===== config.mk =====
export PLATFORM = sky130hd
export DESIGN_NAME = debug_unit
export DESIGN_NICKNAME = d
export VERILOG_FILES = /design/src/rtl/debug_unit.sv
export SDC_FILE = /design/constraint.sdc
export NUM_CORES = 1
export LEC_CHECK = 0
export ABC_AREA = 0
export CAP_MARGIN = 20
export CORE_ASPECT_RATIO = 2
export CORE_MARGIN = 10
export CORE_UTILIZATION = 43
export CTS_CLUSTER_SIZE = 12
export DETAILED_ROUTE_END_ITERATION = 10
export PLACE_DENSITY = 0.77
export RECOVER_POWER = 50
export SYNTH_ARGS = -nofsm -noshare
export SYNTH_HDL_FRONTEND = slang
export SYNTH_SLANG_ARGS = --single-unit

===== constraint.sdc =====
create_clock -name clk -period 4.56 [get_ports clk]
set_input_delay 0.912 -clock clk [delete_from_list [all_inputs] [get_ports clk]]
set_output_delay 0.912 -clock clk [all_outputs]
set_load 0.05 [all_outputs]

===== src/rtl/debug_unit.sv =====
// debug_unit -- UART debug monitor: program load, run/step control, register dump
// Revision 1.0
`default_nettype none

module debug_unit #(
  parameter int          IMEM_ADDR_W = 8,
  parameter int          DUMP_WORDS  = 33,
  parameter logic [31:0] HALT_WORD   = 32'hFFFF_FFFF
) (
  input  logic                   clk,
  input  logic                   rst,
  input  logic [7:0]             i_rx_data,
  input  logic                   is_rx_done,
  input  logic                   is_tx_done,
  output logic [7:0]             o_tx_data,
  output logic                   os_tx_start,
  output logic                   o_imem_we,
  output logic [IMEM_ADDR_W-1:0] o_imem_addr,
  output logic [31:0]            o_imem_data,
  output logic                   o_cpu_enable,
  output logic                   o_cpu_rst,
  input  logic                   i_halt,
  output logic [5:0]             o_dbg_addr,
  input  logic [31:0]            i_dbg_data,
  output logic                   o_busy
);

  typedef enum logic [2:0] {
    S_IDLE    = 3'd0,
    S_LOAD    = 3'd1,
    S_RUN     = 3'd2,
    S_STEP    = 3'd3,
    S_DUMP_RD = 3'd4,
    S_DUMP_TX = 3'd5,
    S_DUMP_WT = 3'd6
  } state_t;

  localparam logic [7:0] C_CMD_LOAD = 8'h01;
  localparam logic [7:0] C_CMD_RUN  = 8'h02;
  localparam logic [7:0] C_CMD_STEP = 8'h03;
  localparam logic [5:0] C_LAST_IDX = 6'(DUMP_WORDS - 1);

  state_t                 r_state;
  state_t                 w_next;
  logic [1:0]             r_byte_cnt;
  logic [23:0]            r_word_buf;
  logic [IMEM_ADDR_W-1:0] r_waddr;
  logic                   r_imem_we;
  logic [IMEM_ADDR_W-1:0] r_imem_addr;
  logic [31:0]            r_imem_data;
  logic                   r_halt_load;
  logic                   r_cpu_rst;
  logic [5:0]             r_dump_idx;
  logic                   r_rd_phase;
  logic [31:0]            r_dump_word;
  logic [1:0]             r_tx_byte;

  logic                   w_load_done;
  logic [31:0]            w_load_word;

  assign w_load_done = (r_state == S_LOAD) && is_rx_done && (r_byte_cnt == 2'd3);
  assign w_load_word = {i_rx_data, r_word_buf};

  always_comb begin
    w_next = r_state;
    case (r_state)
      S_IDLE: begin
        if (is_rx_done) begin
          case (i_rx_data)
            C_CMD_LOAD: w_next = S_LOAD;
            C_CMD_RUN:  w_next = S_RUN;
            C_CMD_STEP: w_next = S_STEP;
            default:    w_next = S_IDLE;
          endcase
        end
      end
      S_LOAD: begin
        if (w_load_done && (w_load_word == HALT_WORD)) w_next = S_IDLE;
      end
      S_RUN: begin
        if (i_halt) w_next = S_DUMP_RD;
      end
      S_STEP:    w_next = S_DUMP_RD;
      // Second read cycle captures the word the debug port returns for this address.
      S_DUMP_RD: begin
        if (r_rd_phase) w_next = S_DUMP_TX;
      end
      S_DUMP_TX: w_next = S_DUMP_WT;
      S_DUMP_WT: begin
        if (is_tx_done) begin
          if (r_tx_byte != 2'd3)            w_next = S_DUMP_TX;
          else if (r_dump_idx == C_LAST_IDX) w_next = S_IDLE;
          else                               w_next = S_DUMP_RD;
        end
      end
      default: w_next = S_IDLE;
    endcase
  end

  always_ff @(posedge clk) begin
    if (rst) begin
      r_state     <= S_IDLE;
      r_byte_cnt  <= '0;
      r_word_buf  <= '0;
      r_waddr     <= '0;
      r_imem_we   <= 1'b0;
      r_imem_addr <= '0;
      r_imem_data <= '0;
      r_halt_load <= 1'b0;
      r_cpu_rst   <= 1'b0;
      r_dump_idx  <= '0;
      r_rd_phase  <= 1'b0;
      r_dump_word <= '0;
      r_tx_byte   <= '0;
    end else begin
      r_state     <= w_next;
      r_imem_we   <= 1'b0;
      r_halt_load <= 1'b0;
      r_cpu_rst   <= r_halt_load;
      case (r_state)
        S_IDLE: begin
          if (is_rx_done && (i_rx_data == C_CMD_LOAD)) begin
            r_byte_cnt <= '0;
            r_waddr    <= '0;
          end
        end
        S_LOAD: begin
          if (is_rx_done) begin
            if (r_byte_cnt == 2'd3) begin
              r_imem_we   <= 1'b1;
              r_imem_addr <= r_waddr;
              r_imem_data <= w_load_word;
              r_waddr     <= r_waddr + 1'b1;
              r_byte_cnt  <= '0;
              r_halt_load <= (w_load_word == HALT_WORD);
            end else begin
              case (r_byte_cnt)
                2'd0:    r_word_buf[7:0]   <= i_rx_data;
                2'd1:    r_word_buf[15:8]  <= i_rx_data;
                default: r_word_buf[23:16] <= i_rx_data;
              endcase
              r_byte_cnt <= r_byte_cnt + 1'b1;
            end
          end
        end
        S_RUN, S_STEP: begin
          r_dump_idx <= '0;
          r_rd_phase <= 1'b0;
          r_tx_byte  <= '0;
        end
        S_DUMP_RD: begin
          if (r_rd_phase) begin
            r_dump_word <= i_dbg_data;
            r_rd_phase  <= 1'b0;
            r_tx_byte   <= '0;
          end else begin
            r_rd_phase <= 1'b1;
          end
        end
        S_DUMP_WT: begin
          if (is_tx_done) begin
            if (r_tx_byte == 2'd3) begin
              r_tx_byte  <= '0;
              r_dump_idx <= (r_dump_idx == C_LAST_IDX) ? 6'd0 : r_dump_idx + 1'b1;
            end else begin
              r_tx_byte <= r_tx_byte + 1'b1;
            end
          end
        end
        default: ;
      endcase
    end
  end

  assign o_busy       = !rst && (r_state != S_IDLE);
  assign o_cpu_enable = !rst && (((r_state == S_RUN) && !i_halt) || (r_state == S_STEP));
  assign os_tx_start  = !rst && (r_state == S_DUMP_TX);
  assign o_tx_data    = rst ? 8'h00 : r_dump_word[{r_tx_byte, 3'b000} +: 8];
  assign o_cpu_rst    = rst | r_cpu_rst;
  assign o_dbg_addr   = rst ? 6'd0 : r_dump_idx;
  assign o_imem_we    = r_imem_we;
  assign o_imem_addr  = r_imem_addr;
  assign o_imem_data  = r_imem_data;

endmodule

`default_nettype wire


==> run summary <==
POWER AND IR DROP
----------------------------------------------------------------------------------------
Switching share of power                                                           22.2%
Share of power burned in registers                                                 42.6%
Logic pwr share                                                                     3.9%
Leakage dissipation                                                              2.31 nW
Peak ir drop on the vdd network                                               0.000331 V
Internal power                                                                 0.00195 W
Net switching power figure                                                    0.000555 W
Areal power density over the cells                                           371 nW/um^2
Clk network pwr share                                                              53.5%

STA
----------------------------------------------------------------------------------------
Worst hold margin                                                                 451 ps
Final Hold Fails                                                                       0
Unrepaired setup endpoints after global routing                                    false
Worst slew margin                                                                 -7.51%
Final-layout setup total negative slack                                             0 ps
Final number of setup-violating endpoints                                              0
Worst Skew                                                                       11.5 ps
Pins over their slew limit                                                           115
Max frequency                                                                  0.278 GHz
Worst-Margin Slew                                                                1610 ps
Portion of the clock cycle consumed by the worst path in the final layout          79.0%
Clock period minus worst slack                                                   3600 ps

FLOW RUN
----------------------------------------------------------------------------------------
Max capacitance violation total                                                        2

LOGIC SYNTHESIS
----------------------------------------------------------------------------------------
Dominant cell type by area after synthesis                                  sky130_fd_sc_hd__dfxtp_1
Share of flip-flops with an asynchronous set or reset after synthesis                 0%
Instance count of the mapped netlist                                                 627
Share of synthesized area occupied by flip-flops and latches                       47.7%
Post-synth EDFFs                                                                       0
Share of synthesized area spent on multiplexers                                    4.14%
Area share of the leading cell type in the synthesized netlist                     47.7%
Count of unique library cells instantiated by Yosys                                   44
Post-synthesis area per instance                                               8.10 um^2
Yosys warning total                                                                    0
Adder and majority gate portion of the synthesized area                            1.97%
Most used flip-flop cell after synthesis                                    sky130_fd_sc_hd__dfxtp_1
Main area contributors after synthesis                                      sky130_fd_sc_hd__dfxtp_1, sky130_fd_sc_hd__nand2_1, sky130_fd_sc_hd__a21oi_1
Post-synthesis compound-gate area fraction                                         13.2%
Synthesized-area fraction occupied by xor and xnor cells                           1.90%
Post-Syn Nets                                                                        680
Number of register bits inferred by synthesis                                        121
Combinational family with the most area after synthesis                     simple AND/OR/NAND/NOR gates
Synthesized-area fraction occupied by and/or/nand/nor cells                        26.9%
Post-synthesis instance area                                                   5080 um^2

ROUTE
----------------------------------------------------------------------------------------
Mean number of vias per cell                                                        5.33
Iteration count of the initial detailed-routing pass                                   4
Remaining antenna violation count                                                      0
Starting DRC count in detailed routing                                               259
Average wire length per cell after detail routing                                15.4 um
DRC violation count after routing                                                      0
WL final                                                                        13400 um
DR vias                                                                             4624

PLACEMENT
----------------------------------------------------------------------------------------
Number of input and output port buffers inserted                                     103
Gp weighted congestion                                                             0.874
Post-DP HPWL                                                                     9720 um

CLOCK NETWORK
----------------------------------------------------------------------------------------
TritonCTS clock tree                                                               built
Clock Pin Slew Worst Setup and Hold Paths                                          60 ps
Buffer count from post-CTS setup fixing                                                0
Hold-fix buffers, CTS                                                                  0
Clock root buffer                                                           sky130_fd_sc_hd__clkbuf_16
Number of gates resized after cts                                                      0
Clock latency on the worst-skew pair                                              410 ps
Num CTS Buffers                                                                       17
Total number of clock tree sinks                                                     121
Clock H-tree levels                                                                    4
Number of buffers between clock root and the deepest sink                              2

LAYOUT
----------------------------------------------------------------------------------------
Highest-count cells in the layout ignoring fill and taps                    sky130_fd_sc_hd__nand2_1, sky130_fd_sc_hd__dfxtp_1, sky130_fd_sc_hd__a21oi_1
Fill count                                                                          1084
Total inserted antenna cells                                                           0
Most common cell after layout, fill and taps aside                          sky130_fd_sc_hd__nand2_1
Final net count                                                                      763
Growth of design area from synthesis to finish                                     32.7%
Share of final-layout standard cells stronger than drive strength 1                7.61%

WORST SETUP PATH
----------------------------------------------------------------------------------------
Slowest-stage cell, CP                                                      sky130_fd_sc_hd__dfxtp_1
Critical path capture point type                                              output pin
Startpoint Class                                                                register
Required time of the critical path                                               3650 ps
Slowest stage delay, CP                                                           790 ps
Number of buffer and inverter instances along the worst setup path                     1
Crit path max fanout                                                                  11
Arrival time worst endpoint                                                      2690 ps
Top delay family on crit path                                                 flip-flops
Type of the worst setup path                                                register to output pin
Sequence of cells on the critical path                                      mux4_2 > nor2b_1 > clkdlybuf4s50_1

GLOBAL ROUTING
----------------------------------------------------------------------------------------
Wire length of the first global-routing pass                                    22000 um
Overall routing resource usage                                                     15.5%
Via count of the first global-routing pass                                          4649
Global route overflow                                                                  0
Initial antenna violation count                                                        0
Pin count of the biggest net entering global routing                                  82

FLOORPLAN
----------------------------------------------------------------------------------------
Die Y-Extent                                                                      174 um
Die X                                                                            96.9 um
Count of standard-cell rows                                                           56
Full die area                                                                 16800 um^2
IO Count                                                                             104
Initial Utilization                                                                43.7%
Std-Cell Core Area                                                            11600 um^2

RUN STATUS
----------------------------------------------------------------------------------------
Failing checks                                                              max-capacitance violations, max-slew violations
Result of the run                                                           finished with violations

HOLD PATH
----------------------------------------------------------------------------------------
Type of the tightest min-delay check                                        register to register

## per-layer routing
metal | GRT usage (%) | up-vias | share of wire, %
li1 | - | 2282 | -
met1 | 14.1 | 2175 | 36
met2 | 29.1 | 125 | 55
met3 | 4.83 | 42 | 4.9
met4 | 8.90 | 0 | 3.9
met5 | 0 | - | 0
## through the flow
| step | utilization (%) | cells | area [um^2] | total power [W] | setup slack (ps) |
|---|---|---|---|---|---|
| floorplan | - | 627 | 5080 | 0.00113 | 1260 |
| global placement | 52.7 | 835 | 6130 | 0.00118 | 1180 |
| detailed placement | 52.7 | 835 | 6130 | 0.00119 | 1170 |
| CTS | 57.8 | 867 | 6730 | 0.00252 | 927 |
| global route | 57.9 | 868 | 6740 | 0.00256 | 857 |
| finish | 57.9 | 868 | 6740 | 0.00250 | 958 |
## power groups by stage
| stage | logic (W) | registers [W] | clock network [W] |
|---|---|---|---|
| finish | 0.0000975 | 0.00107 | 0.00134 |
| global route | 0.000105 | 0.00107 | 0.00139 |
| CTS | 0.0000974 | 0.00107 | 0.00135 |
| detailed placement | 0.0000965 | 0.00109 | 0 |
| global placement | 0.0000954 | 0.00109 | 0 |
| floorplan | 0.0000417 | 0.00109 | 0 |
## cells by family after synthesis
kind of cell,after synthesis
simple gates,302
compound gates,123
flops,121
buf+inv,51
xor+xnor,11
mux,11
fa+ha+maj,8
## cell usage after synthesis (all sizes together), types with 2 or more instances
library cell and instances:
a2111oi 2, a211oi 2, a21oi 107, and2 2, buf 13, clkbuf 31
dfxtp 121, ha 8, inv 7, mux2i 3, mux4 8, nand2 185
nand2b 6, nand3 34, nand3b 2, nand4 15, nor2 24, nor2b 16
nor3 2, nor4 4, o21ai 6, or2 4, or2b 2, xnor2 7
xor2 4
## sequential cells by signal, summed over array words and instances, names as in the netlist
name / count
r_word_buf: 24
r_byte_cnt: 2
r_waddr: 8
o_imem_data: 32
o_imem_we: 1
r_cpu_rst: 1
r_tx_byte: 2
r_dump_word: 32
r_rd_phase: 1
r_state: 3
o_imem_addr: 8
r_halt_load: 1
r_dump_idx: 6
## cell type report
| type | instances | area (um^2) | area share (%) |
|---|---|---|---|
| multi-input cells | 455 | 2450 | 36.3 |
| clock inverters | 12 | 136 | 2.02 |
| well taps | 145 | 181 | 2.69 |
| flip-flops and latches | 121 | 2420 | 35.9 |
| clock buffers | 20 | 457 | 6.78 |
| repair buffers | 108 | 1070 | 15.9 |
| inverters | 7 | 26.3 | 0.390 |
## path summary, 6_finish.rpt
kind | startpoint | endpoint | slack [ps] | cells after the start
max | r_tx_byte[0] | o_tx_data[4] | 960 | 3
min | o_imem_data[10] | o_imem_data[10] | 450 | 2
max reg2reg | r_state[1] | r_dump_word[13] | 1880 | 4
min reg2reg | o_imem_data[10] | o_imem_data[10] | 450 | 2
## worst min-delay path: stages (launching register included)
cell                      delay (ps)
sky130_fd_sc_hd__dfxtp_1         300
sky130_fd_sc_hd__nand2_1          50
sky130_fd_sc_hd__a21oi_1          50
Note: power is estimated with default switching activity, not from simulation.
